`config.mk`:
```
export PLATFORM = sky130hd
export DESIGN_NAME = dmem_arbiter
export DESIGN_NICKNAME = d
export VERILOG_FILES = /design/src/rtl/dmem_arbiter.sv
export SDC_FILE = /design/constraint.sdc
export NUM_CORES = 1
export LEC_CHECK = 0
export ABC_AREA = 1
export CAP_MARGIN = 20
export CORE_ASPECT_RATIO = 2
export CORE_UTILIZATION = 30
export DETAILED_ROUTE_END_ITERATION = 8
export GPL_TIMING_DRIVEN = 0
export PLACE_DENSITY_LB_ADDON = 0.05
export SLEW_MARGIN = 20
export SYNTH_ARGS = -nofsm -noshare
export SYNTH_HDL_FRONTEND = slang
export SYNTH_SLANG_ARGS = --single-unit
```
`constraint.sdc`:
```
create_clock -name clk_i -period 2.5 [get_ports clk_i]
set_clock_uncertainty 0.1 [all_clocks]
set_input_delay 0.5 -clock clk_i [delete_from_list [all_inputs] [get_ports clk_i]]
set_output_delay 0.5 -clock clk_i [all_outputs]
set_load 0.05 [all_outputs]
```
`src/rtl/dmem_arbiter.sv`:
```
// -----------------------------------------------------------------------------
// dmem_arbiter
//   Shares the single-port data memory between the CPU MEM stage (port 0) and
//   the debug/loader port (port 1). One transaction is in flight at a time; a
//   round-robin pointer settles collisions, and the granted port loses priority
//   on the next collision. The pipeline is stalled while a CPU access is pending.
//
//   Optional feature: define DMEM_ARB_TIMEOUT_EN to abort a transaction that
//   receives no mem_ack_i within TIMEOUT BUSY cycles (err_o pulses, done_o is
//   given with zero read data). Without the macro BUSY waits indefinitely and
//   err_o is constant 0.
//
// Parameters
//   AW       address width
//   DW       data width
//   TIMEOUT  BUSY cycles without ack before abort (>= 2, macro build only)
//
// Ports
//   clk_i, rst_i              clock; synchronous active-low reset
//   cpu_req/we/addr/wdata_i   CPU request, held stable until cpu_done_o
//   cpu_rdata_o, cpu_done_o   CPU read data (held) and one-cycle completion
//   cpu_stall_o               cpu_req_i & ~cpu_done_o, to PC/IFID/IDEX hold
//   dbg_*                     same as cpu_* for the debug/loader port
//   mem_req/we/addr/wdata_o   latched request to memory, req held until ack
//   mem_rdata_i, mem_ack_i    memory read data and one-cycle completion
//   busy_o                    1 while a transaction is in flight
//   err_o                     one-cycle timeout pulse
// -----------------------------------------------------------------------------
module dmem_arbiter #(
  parameter int AW      = 32,
  parameter int DW      = 32,
  parameter int TIMEOUT = 16
) (
  input  logic          clk_i,
  input  logic          rst_i,
  input  logic          cpu_req_i,
  input  logic          cpu_we_i,
  input  logic [AW-1:0] cpu_addr_i,
  input  logic [DW-1:0] cpu_wdata_i,
  output logic [DW-1:0] cpu_rdata_o,
  output logic          cpu_done_o,
  output logic          cpu_stall_o,
  input  logic          dbg_req_i,
  input  logic          dbg_we_i,
  input  logic [AW-1:0] dbg_addr_i,
  input  logic [DW-1:0] dbg_wdata_i,
  output logic [DW-1:0] dbg_rdata_o,
  output logic          dbg_done_o,
  output logic          mem_req_o,
  output logic          mem_we_o,
  output logic [AW-1:0] mem_addr_o,
  output logic [DW-1:0] mem_wdata_o,
  input  logic [DW-1:0] mem_rdata_i,
  input  logic          mem_ack_i,
  output logic          busy_o,
  output logic          err_o
);

  typedef enum logic [0:0] {
    ST_IDLE = 1'b0,
    ST_BUSY = 1'b1
  } state_t;

  state_t        state_r, state_nxt_s;
  logic          rr_r, rr_nxt_s;         // port that wins the next collision
  logic          grant_r, grant_nxt_s;   // owner of the in-flight transaction
  logic          mem_req_r, mem_req_nxt_s;
  logic          mem_we_r, mem_we_nxt_s;
  logic [AW-1:0] mem_addr_r, mem_addr_nxt_s;
  logic [DW-1:0] mem_wdata_r, mem_wdata_nxt_s;
  logic          cpu_done_r, cpu_done_nxt_s;
  logic          dbg_done_r, dbg_done_nxt_s;
  logic [DW-1:0] cpu_rdata_r, cpu_rdata_nxt_s;
  logic [DW-1:0] dbg_rdata_r, dbg_rdata_nxt_s;
  logic          err_r, err_nxt_s;

  logic          cpu_req_s;
  logic          dbg_req_s;
  logic          pick_s;
  logic          expire_s;
  logic          finish_s;
  logic [DW-1:0] ret_data_s;

  // A requester still holds req during its done cycle; masking stops that
  // stale request from launching a duplicate transaction.
  assign cpu_req_s = cpu_req_i & ~cpu_done_r;
  assign dbg_req_s = dbg_req_i & ~dbg_done_r;

  // Single requester wins outright; on a collision the pointer decides.
  assign pick_s = (cpu_req_s && dbg_req_s) ? rr_r : dbg_req_s;

  assign finish_s   = mem_ack_i | expire_s;
  // Writes and aborted transactions return zero data.
  assign ret_data_s = (mem_ack_i && !mem_we_r) ? mem_rdata_i : {DW{1'b0}};

  // A limit below 2 leaves no BUSY cycle to count and is not a legal setting.
  if (TIMEOUT < 2) begin : g_timeout_too_small
  end

`ifdef DMEM_ARB_TIMEOUT_EN
  localparam int CNT_W = $clog2(TIMEOUT);

  logic [CNT_W-1:0] tmo_cnt_r, tmo_cnt_nxt_s;

  // Expiry only counts when the ack is absent: an ack on the last cycle wins.
  assign expire_s = (state_r == ST_BUSY) && !mem_ack_i &&
                    (tmo_cnt_r == CNT_W'(TIMEOUT - 1));

  // Watchdog next value: zero outside BUSY, +1 per BUSY cycle without ack.
  always_comb begin
    tmo_cnt_nxt_s = tmo_cnt_r;
    if (state_r != ST_BUSY) begin
      tmo_cnt_nxt_s = {CNT_W{1'b0}};
    end else if (!mem_ack_i && !expire_s) begin
      tmo_cnt_nxt_s = tmo_cnt_r + CNT_W'(1);
    end else begin
      tmo_cnt_nxt_s = tmo_cnt_r;
    end
  end

  // Watchdog counter register.
  always_ff @(posedge clk_i) begin
    if (!rst_i) begin
      tmo_cnt_r <= {CNT_W{1'b0}};
    end else begin
      tmo_cnt_r <= tmo_cnt_nxt_s;
    end
  end
`else
  assign expire_s = 1'b0;
`endif

  // Next-state and next-output logic for the arbitration FSM.
  always_comb begin
    state_nxt_s     = state_r;
    rr_nxt_s        = rr_r;
    grant_nxt_s     = grant_r;
    mem_req_nxt_s   = mem_req_r;
    mem_we_nxt_s    = mem_we_r;
    mem_addr_nxt_s  = mem_addr_r;
    mem_wdata_nxt_s = mem_wdata_r;
    cpu_done_nxt_s  = 1'b0;
    dbg_done_nxt_s  = 1'b0;
    cpu_rdata_nxt_s = cpu_rdata_r;
    dbg_rdata_nxt_s = dbg_rdata_r;
    err_nxt_s       = 1'b0;
    case (state_r)
      ST_IDLE: begin
        if (cpu_req_s || dbg_req_s) begin
          state_nxt_s   = ST_BUSY;
          grant_nxt_s   = pick_s;
          rr_nxt_s      = ~pick_s;
          mem_req_nxt_s = 1'b1;
          if (pick_s) begin
            mem_we_nxt_s    = dbg_we_i;
            mem_addr_nxt_s  = dbg_addr_i;
            mem_wdata_nxt_s = dbg_wdata_i;
          end else begin
            mem_we_nxt_s    = cpu_we_i;
            mem_addr_nxt_s  = cpu_addr_i;
            mem_wdata_nxt_s = cpu_wdata_i;
          end
        end else begin
          state_nxt_s = ST_IDLE;
        end
      end
      ST_BUSY: begin
        if (finish_s) begin
          state_nxt_s   = ST_IDLE;
          mem_req_nxt_s = 1'b0;
          err_nxt_s     = expire_s;
          if (grant_r) begin
            dbg_done_nxt_s  = 1'b1;
            dbg_rdata_nxt_s = ret_data_s;
          end else begin
            cpu_done_nxt_s  = 1'b1;
            cpu_rdata_nxt_s = ret_data_s;
          end
        end else begin
          state_nxt_s = ST_BUSY;
        end
      end
      default: begin
        state_nxt_s   = ST_IDLE;
        mem_req_nxt_s = 1'b0;
      end
    endcase
  end

  // State and registered-output flops; reset aborts any transaction in flight.
  always_ff @(posedge clk_i) begin
    if (!rst_i) begin
      state_r     <= ST_IDLE;
      rr_r        <= 1'b0;
      grant_r     <= 1'b0;
      mem_req_r   <= 1'b0;
      mem_we_r    <= 1'b0;
      mem_addr_r  <= {AW{1'b0}};
      mem_wdata_r <= {DW{1'b0}};
      cpu_done_r  <= 1'b0;
      dbg_done_r  <= 1'b0;
      cpu_rdata_r <= {DW{1'b0}};
      dbg_rdata_r <= {DW{1'b0}};
      err_r       <= 1'b0;
    end else begin
      state_r     <= state_nxt_s;
      rr_r        <= rr_nxt_s;
      grant_r     <= grant_nxt_s;
      mem_req_r   <= mem_req_nxt_s;
      mem_we_r    <= mem_we_nxt_s;
      mem_addr_r  <= mem_addr_nxt_s;
      mem_wdata_r <= mem_wdata_nxt_s;
      cpu_done_r  <= cpu_done_nxt_s;
      dbg_done_r  <= dbg_done_nxt_s;
      cpu_rdata_r <= cpu_rdata_nxt_s;
      dbg_rdata_r <= dbg_rdata_nxt_s;
      err_r       <= err_nxt_s;
    end
  end

  assign cpu_rdata_o = cpu_rdata_r;
  assign cpu_done_o  = cpu_done_r;
  assign cpu_stall_o = cpu_req_i & ~cpu_done_r;
  assign dbg_rdata_o = dbg_rdata_r;
  assign dbg_done_o  = dbg_done_r;
  assign mem_req_o   = mem_req_r;
  assign mem_we_o    = mem_we_r;
  assign mem_addr_o  = mem_addr_r;
  assign mem_wdata_o = mem_wdata_r;
  assign busy_o      = (state_r == ST_BUSY);
  assign err_o       = err_r;

endmodule

```
==> results.cfg, run 1 <==
[run_status]
status = complete, no violations

[finish]
layout-drive-gt1-share_pct = 7.10
layout.nets = 1365
diodes = 0
syn2layout_area_growth_pct = 65.3
fill_cells = 2057

[logic_synthesis]
ys_seq_area_share_pct = 44.7
syn_area_sq_um = 6040
yosys.area_share.xor_xnor_pct = 0
yosys.area_share.simple_pct = 26.3
yosys.area.top_type_share_pct = 44.7
synth_nets = 1047
postSynthCellCount = 880
ys_ff_latch = 135
synth.distinct_cells = 21
synth_adder_area_share_pct = 0
synth_top_area_cell = dfxtp_1
synthMuxAreaShare_pct = 0
syn_avg_cell_area_sq_um = 6.87
ys_warn_count = 0
synth-compound-area-share_pct = 13.6
synthTopCellsByArea = dfxtp_1 (45%), nand3_1 (11%), a21oi_1 (11%)
synth_top_family_by_area = simple AND/OR/NAND/NOR gates

[timing]
max_slew_margin_pct = 61.2
setup-tns-final_ns = 0
finalSetupViolCount = 0
tightest_slew_ns = 0.580
fmax_mhz = 435
setup_slack_ns = 0.199
slew_violations = 0
min_period_ns = 2.30
min_period_over_period_pct = 92.1
whs_ns = 0.299
finalHoldViolCount = 0
rsz0062_at_grt = no

[clocking]
cts_tree = done
clock_sinks = 135
cts_setup_buffers = 0
path_clk_slew_ns = 0.06
clock_latency_ns = 0.42
cts_buffer_depth = 2
htree_levels = 4
cts_made_buffers = 17
cts_root_buf = clkbuf_16

[worst_setup_path]
worstPathMaxFanout = 2
crit_arrival_ns = 1.70
worstSetupEndpointType = output pin
crit_type = in2out
critPathLaunchType = input pin
worstPathRequired_ns = 1.90

[floorplanning]
core_sq_um = 19800
io_pins = 302
dieArea_sq_um = 20800
rows = 73
initial_utilization_pct = 30.5
die_y_microns = 203
die_w_microns = 102

[power_and_ir_drop]
ir_drop_mv = 0.471
p_switching_mw = 2.27
power_density_nw_per_um2 = 700
power.leakage_nw = 4.45
pwr-share-clk_pct = 38.7
intPower_mw = 4.73
switching_share_pct = 32.5
combPwrFrac_pct = 27.0
seqPwrFrac_pct = 34.2

[place]
place_congestion = 0.809
dp_hpwl_mm = 17.2
pre_cts_ws_ns = -0.0756
port_buffers = 299

[routing]
postRouteWirelength_mm = 22.1
drc = 0
firstDrtPassIters = 4
ant_nets = 0
wl_per_cell_microns = 15.0
via_per_inst = 4.47
vias = 6585
drt-initial-drc-count = 173

[grt]
track_usage_pct = 21.4
antenna_found_initial = 0
grt_pass1_wl_mm = 33.4
grt_pass1_vias = 6413
grt.overflow.total = 0
grt_max_degree = 17

[min_path]
min-delay-path-class = in2reg

[run]
max_cap_viol_count = 0
-- stage by stage --
step	cells	instance area, sq um	total power, mW	util [%]
after floorplan	880	6040	3.57	-
after global placement	1441	9370	4.34	47.3
after detailed placement	1441	9370	4.35	47.3
after CTS	1473	9990	7.08	50.4
after global routing	1473	9990	7.31	50.4
final	1473	9990	7.00	50.4
-- area by class of cell --
class	count	area, sq um	area share [%]
clock buffer	18	429	4.30
multi-input combinational	539	2420	24.2
clock inverter	14	199	1.99
tap	262	328	3.28
timing repair buffer	299	2990	29.9
buffer	66	400	4.01
sequential	135	2700	27.0
inverter	140	526	5.26
-- metal layers --
layer	vias to the layer above	track usage [%]	part of all wire, %
met5	-	0	0
met3	31	6.30	6.2
li1	3404	-	-
met4	0	8.42	2.9
met2	216	41.9	56
met1	2934	19.8	35
-- flip-flops by register name, summed over array words and instances (netlist names) --
register	flops
cpu_rdata_o	32
mem_wdata_o	32
grant_r	1
rr_r	1
dbg_done_o	1
mem_addr_o	32
mem_we_o	1
busy_o	1
cpu_done_o	1
mem_req_o	1
dbg_rdata_o	32
-- worst max-delay path, stage by stage --
cell and delay [ns]:
clkdlybuf4s50_1 0.51, nand2_1 0.08, inv_1 0.06, dlygate4sd2_1 0.55
-- cells in the final DEF, fill, tap and decap left out, drive strengths merged --
cell type / synthesis / routed
bufinv: 0 / 4
nand3: 133 / 133
a21oi: 131 / 131
o21ai: 32 / 32
conb: 1 / 1
clkinv: 0 / 7
clkbuf: 18 / 36
clkdlybuf4s50: 0 / 298
nand2: 171 / 171
nor3: 1 / 1
inv: 140 / 142
buf: 48 / 48
o21bai: 1 / 1
clkinvlp: 0 / 1
dlygate4sd2: 0 / 1
dfxtp: 135 / 135
nor2: 69 / 69
-- synthesized netlist by cell type, drive strengths merged --
cell	instances
nand2	171
o21bai	1
nand3	133
o21ai	32
a21oi	131
conb	1
nor2	69
buf	48
nor3	1
dfxtp	135
inv	140
clkbuf	18
-- worst paths after layout --
| check | from | to | slack [ns] | cells past startpoint |
|---|---|---|---|---|
| min reg2reg | mem_req_o | mem_req_o | 0.37 | 2 |
| max reg2reg | dbg_done_o | mem_addr_o[27] | 0.89 | 8 |
| max | cpu_req_i | cpu_stall_o | 0.20 | 4 |
| min | rst_i | cpu_rdata_o[1] | 0.30 | 3 |
-- power by group through the flow --
stage	Sequential [mW]	Combinational, mW	Clock [mW]
floorplan	2.99	0.581	0
global placement	2.44	1.91	0
detailed placement	2.44	1.91	0
CTS	2.40	1.91	2.77
global route	2.41	2.03	2.87
finish	2.40	1.89	2.71
-- cell families (layout without fill, tap and decap cells) --
group / Yosys count / after routing
other cells: 1 / 1
flops: 135 / 135
buf+inv: 206 / 537
simple gates: 374 / 374
compound gates: 164 / 164
-- timing repair --
action | in CTS | in global routing
hold buffers | 0 | 0
resized for setup | 1 | 0
endpoints found under the hold margin | 0 | 0
setup endpoints to repair | 1 | 0
No activity file was read; power rests on OpenSTA's default activity.
==> run 2: changes to the inputs <==
Settings changed: SKIP_CTS_REPAIR_TIMING set to 1.
==> run 2 against run 1 <==
Wire length about the same. Utilization hardly changed. Combinational power is essentially flat. Sequential share of layout area about the same. Worst setup slack improved by 0.0054 ns. Count of clock-buffer cells in the layout is the same. Critical path type is now reg2out. Critical endpoint is now busy_o. Largest power group unchanged.
==> results.cfg, run 2 (synthesis results as in run 1) <==
[run_status]
status = complete, no violations

[place]
port_buffers = 299
place_congestion = 0.809
dp_hpwl_mm = 17.2
placed_area_sq_um = 9370

[floorplanning]
core_sq_um = 19800
io_pins = 302
die_y_microns = 203
initial_utilization_pct = 30.5
die_w_microns = 102
dieArea_sq_um = 20800
rows = 73

[min_path]
hold_depth = 3
hp-start = rst_i
hold_end = cpu_rdata_o[1]
min-delay-path-class = in2reg

[grt]
grt.overflow.total = 0
track_usage_pct = 21.4
grt_pass1_vias = 6413
antenna_found_initial = 0
grt_max_degree = 17
grt_pass1_wl_mm = 33.4

[worst_setup_path]
worstReg2RegEnd = mem_addr_o[27]
crit_type = reg2out
worstPathMaxFanout = 5
worst_path_largest_cell_delay_ns = 0.86
crit_buf_inv = 1
cp_slowest_cell = clkdlybuf4s50_1
reg2regPathDepth = 8
worstSetupEndpointType = output pin
r2r-start = dbg_done_o
crit_chain = clkdlybuf4s50_1
rrSetupSlack_ns = 0.89
crit_family = buffers and inverters
crit_arrival_ns = 1.70
critPathLaunchType = flop
worstPathRequired_ns = 1.90

[routing]
vias = 6585
firstDrtPassIters = 4
ant_nets = 0
via_per_inst = 4.47
drt-initial-drc-count = 173
drc = 0
postRouteWirelength_mm = 22.1
wl_per_cell_microns = 15.0

[timing]
tightest_slew_ns = 0.580
slew_violations = 0
min_period_over_period_pct = 91.8
rsz0062_at_grt = no
fmax_mhz = 436
finalHoldViolCount = 0
finalSetupViolCount = 0
max_slew_margin_pct = 61.2
min_period_ns = 2.30

[finish]
final_common_cell = clkdlybuf4s50_1
fill_cells = 2056
diodes = 0
fin_area_sq_um = 10000
layout-drive-gt1-share_pct = 7.10
layout.nets = 1365
layout_common_cells = clkdlybuf4s50_1 (298), nand2_1 (170), inv_1 (135), dfxtp_1 (135), nand3_1 (132)
syn2layout_area_growth_pct = 65.4

[run]
max_cap_viol_count = 0

[clocking]
path_clk_slew_ns = 0.06
cts_buffer_depth = 2
clock_latency_ns = 0.42
htree_levels = 4
clock_sinks = 135
cts_root_buf = clkbuf_16
cts_tree = done
cts_made_buffers = 17

[power_and_ir_drop]
p_total_mw = 7.00
ir_drop_mv = 0.471
power.leakage_nw = 4.46
power_density_nw_per_um2 = 700
-- run 2: cell count changes in the layout (fill, tap and decap cells not counted), sizes merged --
| cell | previous run | this run |
|---|---|---|
| dlygate4sd2 | 1 | 0 |
| dlymetal6s2s | 0 | 1 |
-- run 2: metal layers --
metal | vias up | wire length (microns) | GRT usage, %
met5 | - | 0 | 0
met4 | 0 | 645 | 8.42
met3 | 31 | 1370 | 6.30
met2 | 216 | 12300 | 41.9
met1 | 2934 | 7740 | 19.8
li1 | 3404 | - | -
-- run 2: area by class of cell --
cell class	instances	area, sq um	share of cell area (%)
Timing Repair Buffer	299	3000	30.0
Sequential cell	135	2700	27.0
Multi-Input combinational cell	539	2420	24.2
Inverter	140	526	5.26
Clock buffer	18	429	4.29
Buffer	66	400	4.01
Tap cell	262	328	3.28
Clock inverter	14	199	1.99
-- run 2: power by group --
group	switching, mW	internal (mW)	leakage (nW)
registers	0.0816	2.31	1.11
logic	1.16	0.732	3.05
clock network	1.03	1.68	0.305
-- run 2: per-stage QoR --
step	std cells	worst slack, ns	hold slack, ns	setup TNS (ns)	utilization [%]
after floorplan	880	0.872	0.343	0	-
after global placement	1441	-0.0544	0.353	-0.0544	47.3
after detailed placement	1441	-0.0756	0.364	-0.0756	47.3
after CTS	1473	-0.0824	0.298	-0.0824	50.4
after global routing	1473	0.149	0.320	0	50.4
final	1473	0.204	0.299	0	50.4
-- run 2: how the worst max path moves through the flow --
stage | from | end | cells after the start
global route | busy_o | busy_o | 1
finish | busy_o | busy_o | 1
global placement | cpu_req_i | cpu_stall_o | 4
detailed placement | cpu_req_i | cpu_stall_o | 4
floorplan | dbg_done_o | mem_addr_o[20] | 8
CTS | cpu_req_i | cpu_stall_o | 4
==> run 3: changes to the inputs <==
Settings changed: CORE_MARGIN set to 2.
==> run 3 against run 2 <==
Global-route usage shrank 0.62 points. Non-clock buffer count is the same. Count of clock-buffer cells in the layout grew 2. Total power is essentially flat. Sequential power is essentially flat. Clock power is essentially flat. Utilization is essentially flat. Largest cell class unchanged.
==> results.cfg, run 3 (synthesis results as in run 1) <==
[run_status]
status = complete, no violations

[routing]
via_per_inst = 4.46
ant_nets = 0
vias = 6568
postRouteWirelength_mm = 22.6
firstDrtPassIters = 7
wl_per_cell_microns = 15.3
drt-initial-drc-count = 197
drc = 0

[worst_setup_path]
worst_path_largest_cell_delay_ns = 0.87
crit_buf_inv = 1
reg2regPathDepth = 8
crit_family = buffers and inverters
crit_chain = clkdlybuf4s50_1
worstPathMaxFanout = 5
cp_slowest_cell = clkdlybuf4s50_1
crit_type = reg2out
worstSetupEndpointType = output pin
worstPathRequired_ns = 1.90
path_depth = 1
critPathLaunchType = flop
crit_arrival_ns = 1.70

[grt]
antenna_found_initial = 0
grt.overflow.total = 0
grt_pass1_wl_mm = 34.7
grt_pass1_vias = 6460
grt_max_degree = 17
track_usage_pct = 20.8

[floorplanning]
die_w_microns = 104
io_pins = 302
initial_utilization_pct = 30.5
dieArea_sq_um = 21400
die_y_microns = 205
rows = 73
core_sq_um = 19800

[place]
dp_hpwl_mm = 17.6
port_buffers = 299
placed_cells = 1441
placed_area_sq_um = 9370
place_congestion = 0.813

[clocking]
cts_tree = done
cts_made_buffers = 17
clock_latency_ns = 0.43
htree_levels = 4
path_clk_slew_ns = 0.06
cts_root_buf = clkbuf_16
cts_buffer_depth = 2
clock_sinks = 135

[finish]
layout.nets = 1365
diodes = 0
layoutNonFillerInstCount = 1473
layout_common_cells = clkdlybuf4s50_1 (298), nand2_1 (170), inv_1 (135), dfxtp_1 (135), nand3_1 (132)
syn2layout_area_growth_pct = 65.4
layout-drive-gt1-share_pct = 7.10
fill_cells = 2083
fin_area_sq_um = 10000
final_common_cell = clkdlybuf4s50_1
seqCellArea_sq_um = 2700
multi_input_area_sq_um = 2420

[timing]
finalHoldViolCount = 0
slew_violations = 0
rsz0062_at_grt = no
tightest_slew_ns = 0.591
fmax_mhz = 435
setup-tns-final_ns = 0
whs_ns = 0.298
min_period_over_period_pct = 92.1
finalSetupViolCount = 0
max_slew_margin_pct = 60.6
min_period_ns = 2.30

[min_path]
min-delay-path-class = in2reg
hold_depth = 3

[power_and_ir_drop]
power.leakage_nw = 4.46
ir_drop_mv = 0.468
power_density_nw_per_um2 = 699

[run]
max_cap_viol_count = 0
-- run 3: changes by cell type in the layout (fill, tap and decap cells not counted), sizes merged --
cell,previous run,this run
clkinvlp,1,3
inv,142,140
clkbuf,36,38
clkinv,7,5
-- run 3: final cells by class --
class / instances / area share, %
Sequential cell: 135 / 27.0
Clock buffer: 20 / 4.57
Buffer: 66 / 4.00
Tap cell: 262 / 3.28
Timing Repair Buffer: 299 / 30.0
Clock inverter: 12 / 1.75
Multi-Input combinational cell: 539 / 24.2
Inverter: 140 / 5.26
-- run 3: through the flow --
step | power, mW | util, % | setup WS [ns]
floorplan | 3.57 | - | 0.872
global route | 7.29 | 50.5 | 0.157
finish | 6.99 | 50.5 | 0.199
CTS | 7.08 | 50.4 | -0.0645
detailed placement | 4.35 | 47.3 | -0.0577
global placement | 4.34 | 47.3 | -0.0508
-- run 3: final timing paths --
kind,to,startpoint,slack (ns)
max reg2reg,mem_addr_o[28],dbg_done_o,0.89
min,cpu_rdata_o[31],rst_i,0.30
max,busy_o,busy_o,0.20
min reg2reg,mem_req_o,mem_req_o,0.37
-- run 3: where the power goes --
part	internal (mW)	switching, mW
clock	1.72	0.980
sequential	2.32	0.0830
combinational	0.732	1.16
-- run 3: layer usage --
layer	global-route usage, %	wire length [microns]
met1	20.2	8110
met4	8.40	533
met2	40.5	12600
met3	5.98	1380
met5	0	0
